## src/rtl/b_register.sv

```systemverilog
// B operand register: loads the shared W bus when enabled and feeds the ALU B input continuously.
module b_register #(
  parameter int              WIDTH       = 8,
  parameter logic [WIDTH-1:0] RESET_VALUE = '0
) (
  input  logic             clk,
  input  logic             reset,
  input  logic             load,
  input  logic [WIDTH-1:0] w_bus,
  output logic [WIDTH-1:0] alu_connection
);

  logic [WIDTH-1:0] b_reg;

  // Reset is active-low and asynchronous, so it overrides load on any edge.
  always_ff @(posedge clk or negedge reset) begin
    if (!reset) begin
      b_reg <= RESET_VALUE;
    end else if (load) begin
      b_reg <= w_bus;
    end
  end

  assign alu_connection = b_reg;

endmodule

```

## config.mk

```make
export PLATFORM = sky130hd
export DESIGN_NAME = b_register
export DESIGN_NICKNAME = d
export VERILOG_FILES = /design/src/rtl/b_register.sv
export SDC_FILE = /design/constraint.sdc
export NUM_CORES = 1
export LEC_CHECK = 0
export BUFFER_PORTS_ARGS = -buffer_cell sky130_fd_sc_hd__buf_2
export CAP_MARGIN = 30
export CORE_AREA = 2 2 39 41
export CTS_CLUSTER_SIZE = 20
export DETAILED_ROUTE_END_ITERATION = 12
export DIE_AREA = 0 0 41 43
export PLACE_DENSITY_LB_ADDON = 0.3
export SLEW_MARGIN = 20
export SYNTH_ARGS = -nofsm -noshare
export SYNTH_HDL_FRONTEND = slang
export SYNTH_SLANG_ARGS = --single-unit
```

## constraint.sdc

```tcl
create_clock -name clk -period 0.8 [get_ports clk]
set_input_delay 0.04 -clock clk [delete_from_list [all_inputs] [get_ports clk]]
set_output_delay 0.04 -clock clk [all_outputs]
set_load 0.05 [all_outputs]
```

======== Word-level counts from Yosys, hierarchy flattened ========
Cells that the tools add are included.
storage, ports and cells
  bits in read-only memories .............. 0
  input bits .............................. 11
  bits in registers ....................... 8
  logic and storage cells ................. 1
  output and inout bits ................... 8
  memories kept ........................... 0
  latch bits .............................. 0
  RAM bits ................................ 0
operators by class
  multiply operators ...................... 0
  shift-type cells ........................ 0
  reductions and logical operators ........ 0
  equality and inequality tests ........... 0
  div/mod/pow operators ................... 0
  add/sub/neg operators ................... 0
  multiplexer cells ....................... 0
  bitwise operators ....................... 0
  order comparisons ....................... 0

======== Longest topological paths before layout ========
Gate-level depths: netlist of the first run.
  depth in word-level cells ............... 0
  gate-level depth with buffers ........... 2
  mapped depth without buffers ............ 1

======== Least setup slack after synthesis of the first run ========
OpenSTA, ideal clock, no wires.
  path type ............................... register to register
  from .................................... register alu_connection[0] (netlist name)
  to ...................................... register b_reg[0], in the netlist alu_connection[0]
  period minus slack after synthesis ...... 0.994 ns
  cell stages (with the launch flop) ...... 2
  data required time ...................... 0.675 ns
  library setup time ...................... 0.125 ns
  arrival time ............................ 0.869 ns
  slack ................................... -0.194 ns
  path buffers ............................ 0
  path through ............................ dfrtp_1 mux2_4
RTL lines
  what                    RTL line  RTL
  end signal: assignment  20        b_reg <= w_bus;
  end: declaration        13        logic [WIDTH-1:0] b_reg;

======== Worst setup path after layout of the first run ========
  from .................................... register b_reg[4], in the netlist alu_connection[4]
  to ...................................... output port alu_connection[4]
RTL lines
  what              RTL line  RTL
  end: declaration  10        output logic [WIDTH-1:0] alu_connection
No word-level cell between the ends.

==> results of run 1 <==
[repair_timing]
| item | 4_1_cts | 5_1_grt |
|---|---|---|
| setup buffers | 0 | 0 |
| setup endpoints to repair | 8 | 15 |
| hold endpoints to repair | 8 | 0 |
| gates resized for setup | 16 | 0 |
| hold buffers | 1 | 0 |
[cell type report]
class / count / area [sq um]
clock buffer: 3 / 22.5
tap: 16 / 20.0
multi-input combinational: 8 / 120
timing repair buffer: 19 / 150
fill: 144 / 861
sequential: 8 / 210
[cells in the mapped netlist]
| library cell | instances | share of area |
|---|---|---|
| sky130_fd_sc_hd__buf_6 | 1 | 0.034 |
| sky130_fd_sc_hd__dfrtp_1 | 8 | 0.60 |
| sky130_fd_sc_hd__mux2_4 | 8 | 0.36 |
[routing by layer]
metal  routed length (um)  track usage
met1                  269        0.105
met2                  387        0.178
met3                   70       0.0524
met4                    0       0.0800
met5                    0            0
[kinds of logic after synthesis]
family / Yosys count / share of synthesized area
muxes: 8 / 0.362
buffers and inverters: 1 / 0.0340
DFF: 8 / 0.604
[worst max path at each step]
stage / slack, ns / endpoint
final: -0.05 / alu_connection[4]
after global routing: -0.09 / alu_connection[4]
after CTS: -0.07 / alu_connection[4]
after detailed placement: 0.02 / alu_connection[1]
after global placement: 0.04 / alu_connection[2]
after floorplan: -0.11 / alu_connection[0]
[where the power goes]
group | total, mW | internal, mW | leakage, nW | switching (mW)
sequential | 0.484 | 0.453 | 0.0855 | 0.0309
combinational | 0.356 | 0.157 | 0.158 | 0.199
clock | 0.310 | 0.172 | 0.0138 | 0.138
total | 1.15 | 0.782 | 0.257 | 0.368
==> impl_metrics.ini, run 1 <==
[outcome]
status = finished, violations left
violations = negative setup slack

[clocking]
clk-insertion-delay-late_ns = 0.25
clock_tree_from_tritoncts = yes
tritoncts_num_sinks = 8
cts_inserted_buffers = 3
cts_max_level = 1
cts.path.max_buffers = 2
ctsRootBufferMaster = sky130_fd_sc_hd__clkbuf_4
cts.reportedPaths.clkPinSlew_ns = 0.06

[timing]
timing.setup.tns_ns = -0.398
final_critical_path_setup_slack_ns = -0.0537
post-route-period-util = 1.07
timing.final.max_slew_violations = 0
grt_setup_unrepaired = true
timing.hold.ws_ns = 0.0162
timing.fmax_ghz = 1.17
timing.slew.headroom = 0.822
post-route-min-period_ns = 0.854
worst_slew_pin_slew_ns = 0.267
setup_viol = 8
hold_viol_final = 0
timing.clock.skew_ns = 0

[global_route]
grt_pass1_wl_um = 1200
number_of_global_route_vias_before_repair = 292
grt_util_all_layers = 0.112
grt_antenna_before_repair = 0
grt-ovfl-total = 0
maximum_number_of_pins_on_one_net_before_global_route_repair = 9

[floorplan]
initial_utilization = 0.240
die_w_um = 41
die-height_um = 43
boundaryPins = 19
floorplan.core_area_sq_um = 1380
std_cell_rows = 14
floorplan_die_area_sq_um = 1760

[finish]
final_area_sq_um = 523
layout_commonest_cell = sky130_fd_sc_hd__buf_2
mostFrequentLayoutCells = sky130_fd_sc_hd__buf_2 (10), sky130_fd_sc_hd__mux2_4 (8), sky130_fd_sc_hd__dfrtp_2 (8), sky130_fd_sc_hd__buf_6 (8), sky130_fd_sc_hd__clkbuf_4 (3)
area_growth_syn_to_layout_pct = 57.7
fin_cells = 54
largest_reg_flops = 8
finish.utilization = 0.378
post_route_cells_drive_above_1_share = 0.974
fin_nets = 51
n_antenna_cell = 0

[run]
max-cap-violations = 0

[route]
detailedRoute.firstIterationViolations = 0
drt_pre_antenna_iters = 1
viasPerCell = 4.11
drcViolationCount = 0
detailroute.via_count = 222
finalWirelength_um = 727
drt.antenna.violating_nets = 0
wire_per_inst_um = 13.5

[critical_path]
kind_of_cell_adding_the_most_delay_to_the_critical_path = flip-flops
path_max_fanout = 2
path_cells = buf_6
cp.depth = 1
worst_setup_path_startpoint = alu_connection[4]
critical_path.reg2reg.startpoint = alu_connection[1]
worst_r2r_endpoint = alu_connection[1]
r2r_cells = 1
setup.worst_path.class = flip-flop to output pin
worst_path_largest_cell_delay_ns = 0.41
timing.reg2reg.setup_slack_ns = 0
cp_data_arrival_time_ns = 0.81
worst_ep_required_time_ns = 0.76
crit_buf_inv = 1
critPathLaunchType = flip-flop
timing.critical_path.slowest_stage_cell = sky130_fd_sc_hd__dfrtp_2
end_kind = output pin

[worst_hold_path]
hold_end = alu_connection[7]
class_of_the_worst_hold_path = input port to flip-flop
hold_path.startpoint = w_bus[7]
whs_path_depth = 2

[place]
port_buffers = 18
post-place-ws_ns = 0.0235
numPlacedInstances = 50
post_detailed_placement_cell_area_sq_um = 440
place.gp.congestion = 0.571

[yosys]
postSynthRegisterBits = 8
postSynthNetCount = 28
yosys_warnings = 0
synth_cell_type_count = 3
synth_area_sq_um = 332
synthCells = 17
sequential_fraction_of_the_synthesis_area = 0.604
average_size_of_a_mapped_cell_sq_um = 19.5

[power_and_ir_drop]
pwr_density_cell_nw_per_um2 = 2200
irDropWorstVdd_mv = 0.719
fin_total_pwr_mw = 1.15
static_leakage_power_nw = 0.257
Note: power is estimated with default switching activity, not from simulation.
==> run 2, diff against run 1 <==
Settings changed: BUFFER_PORTS_ARGS -buffer_cell sky130_fd_sc_hd__buf_2 to -buffer_cell sky130_fd_sc_hd__buf_4, RECOVER_POWER set to 100.
==> run 2 against run 1 <==
  * The run still ends with negative setup slack left
  * Via count shrank 2.7%
  * Combinational power up 3%
  * Non-clock buffer count stayed put
  * Critical path type unchanged
==> impl_metrics.ini, run 2 (same netlist as run 1, synthesis figures left out) <==
[outcome]
status = finished, violations left
violations = negative setup slack

[timing]
post-route-period-util = 1.06
setup_viol = 8
hold_viol_final = 0
final_critical_path_setup_slack_ns = -0.0496
timing.slew.headroom = 0.724
timing.final.max_slew_violations = 0
post-route-min-period_ns = 0.850
grt_setup_unrepaired = true
timing.fmax_ghz = 1.18
timing.clock.skew_ns = 0
worst_slew_pin_slew_ns = 0.413
timing.hold.ws_ns = 0.0216

[critical_path]
path_max_fanout = 2
critical_path.reg2reg.startpoint = alu_connection[7]
worst_r2r_endpoint = alu_connection[7]
timing.critical_path.slowest_stage_cell = sky130_fd_sc_hd__dfrtp_2
critical_path.endpoint = alu_connection[5]
worst_ep_required_time_ns = 0.76
kind_of_cell_adding_the_most_delay_to_the_critical_path = flip-flops
worst_path_largest_cell_delay_ns = 0.41
path_cells = buf_6
timing.reg2reg.setup_slack_ns = 0.01
crit_buf_inv = 1
end_kind = output pin
critPathLaunchType = flip-flop
cp_data_arrival_time_ns = 0.81
r2r_cells = 1
cp.depth = 1
setup.worst_path.class = flip-flop to output pin
worst_setup_path_startpoint = alu_connection[5]

[clocking]
cts.reportedPaths.clkPinSlew_ns = 0.05
cts_inserted_buffers = 3
ctsRootBufferMaster = sky130_fd_sc_hd__clkbuf_4
clk-insertion-delay-late_ns = 0.24
cts.path.max_buffers = 2
clock_tree_from_tritoncts = yes
tritoncts_num_sinks = 8
cts_max_level = 1

[floorplan]
std_cell_rows = 14
die-height_um = 43
initial_utilization = 0.240
floorplan.core_area_sq_um = 1380
boundaryPins = 19
die_w_um = 41
floorplan_die_area_sq_um = 1760

[run]
max-cap-violations = 0

[power_and_ir_drop]
irDropWorstVdd_mv = 0.688
pwr_density_cell_nw_per_um2 = 2100
static_leakage_power_nw = 0.262

[route]
viasPerCell = 4.00
detailedRoute.firstIterationViolations = 2
detailroute.via_count = 216
finalWirelength_um = 657
drt_pre_antenna_iters = 2
wire_per_inst_um = 12.2
drt.antenna.violating_nets = 0
drcViolationCount = 0

[global_route]
grt_antenna_before_repair = 0
grt-ovfl-total = 0
maximum_number_of_pins_on_one_net_before_global_route_repair = 9
number_of_global_route_vias_before_repair = 265
grt_util_all_layers = 0.0933
grt_pass1_wl_um = 1100

[finish]
n_antenna_cell = 0
final_area_sq_um = 544
post_route_cells_drive_above_1_share = 0.947
fin_nets = 51
mostFrequentLayoutCells = sky130_fd_sc_hd__buf_4 (9), sky130_fd_sc_hd__mux2_4 (8), sky130_fd_sc_hd__dfrtp_2 (8), sky130_fd_sc_hd__buf_6 (8), sky130_fd_sc_hd__clkbuf_4 (3)
area_growth_syn_to_layout_pct = 64.2
finish.utilization = 0.393
layout_commonest_cell = sky130_fd_sc_hd__buf_4
largest_reg_flops = 8

[worst_hold_path]
class_of_the_worst_hold_path = input port to flip-flop

[place]
port_buffers = 18
post_detailed_placement_cell_area_sq_um = 485
place.gp.congestion = 0.585
-- run 2: worst min-delay path by stage --
| stage | startpoint | endpoint | slack, ns | depth (start not counted) |
|---|---|---|---|---|
| after floorplan | reset | alu_connection[0] | -0.26 | 0 |
| after global placement | reset | alu_connection[3] | -0.14 | 1 |
| after detailed placement | reset | alu_connection[1] | -0.14 | 1 |
| after CTS | w_bus[5] | alu_connection[5] | 0.01 | 2 |
| after global routing | w_bus[4] | alu_connection[4] | 0.02 | 2 |
| final | w_bus[5] | alu_connection[5] | 0.02 | 2 |
-- run 2: cell type report --
cell class | instances | area, sq um
tap | 16 | 20.0
timing repair buffer | 19 | 171
sequential | 8 | 210
multi-input combinational | 8 | 120
clock buffer | 3 | 22.5
fill | 135 | 840
-- run 2: per-stage QoR --
step	power (mW)	worst slack, ns	cells	setup TNS, ns
2_1_floorplan	0.707	-0.109	17	-0.876
3_3_place_gp	0.819	0.0353	50	0
3_5_place_dp	0.825	0.0232	50	0
4_1_cts	1.17	-0.0590	54	-0.412
5_1_grt	1.20	-0.0772	54	-0.564
6_report	1.14	-0.0496	54	-0.328
-- run 2: report_power, final --
group	leakage (nW)	total [mW]	switching (mW)	internal (mW)
sequential	0.0855	0.484	0.0306	0.454
clock	0.0138	0.292	0.121	0.171
combinational	0.163	0.366	0.197	0.169
total	0.262	1.14	0.349	0.793
-- run 2: what timing repair did --
action                                  CTS  global route
endpoints found under the setup margin    8            13
endpoints found under the hold margin     8             0
hold buffers                              1             0
resized for setup                         8             0
buffers inserted                          0             0
-- run 2: per-layer routing --
metal,GRT usage,part of all wire,vias up
li1,-,-,103
met1,0.116,0.42,100
met2,0.138,0.47,13
met3,0.0366,0.11,0
met4,0.0400,0,0
met5,0,0,-
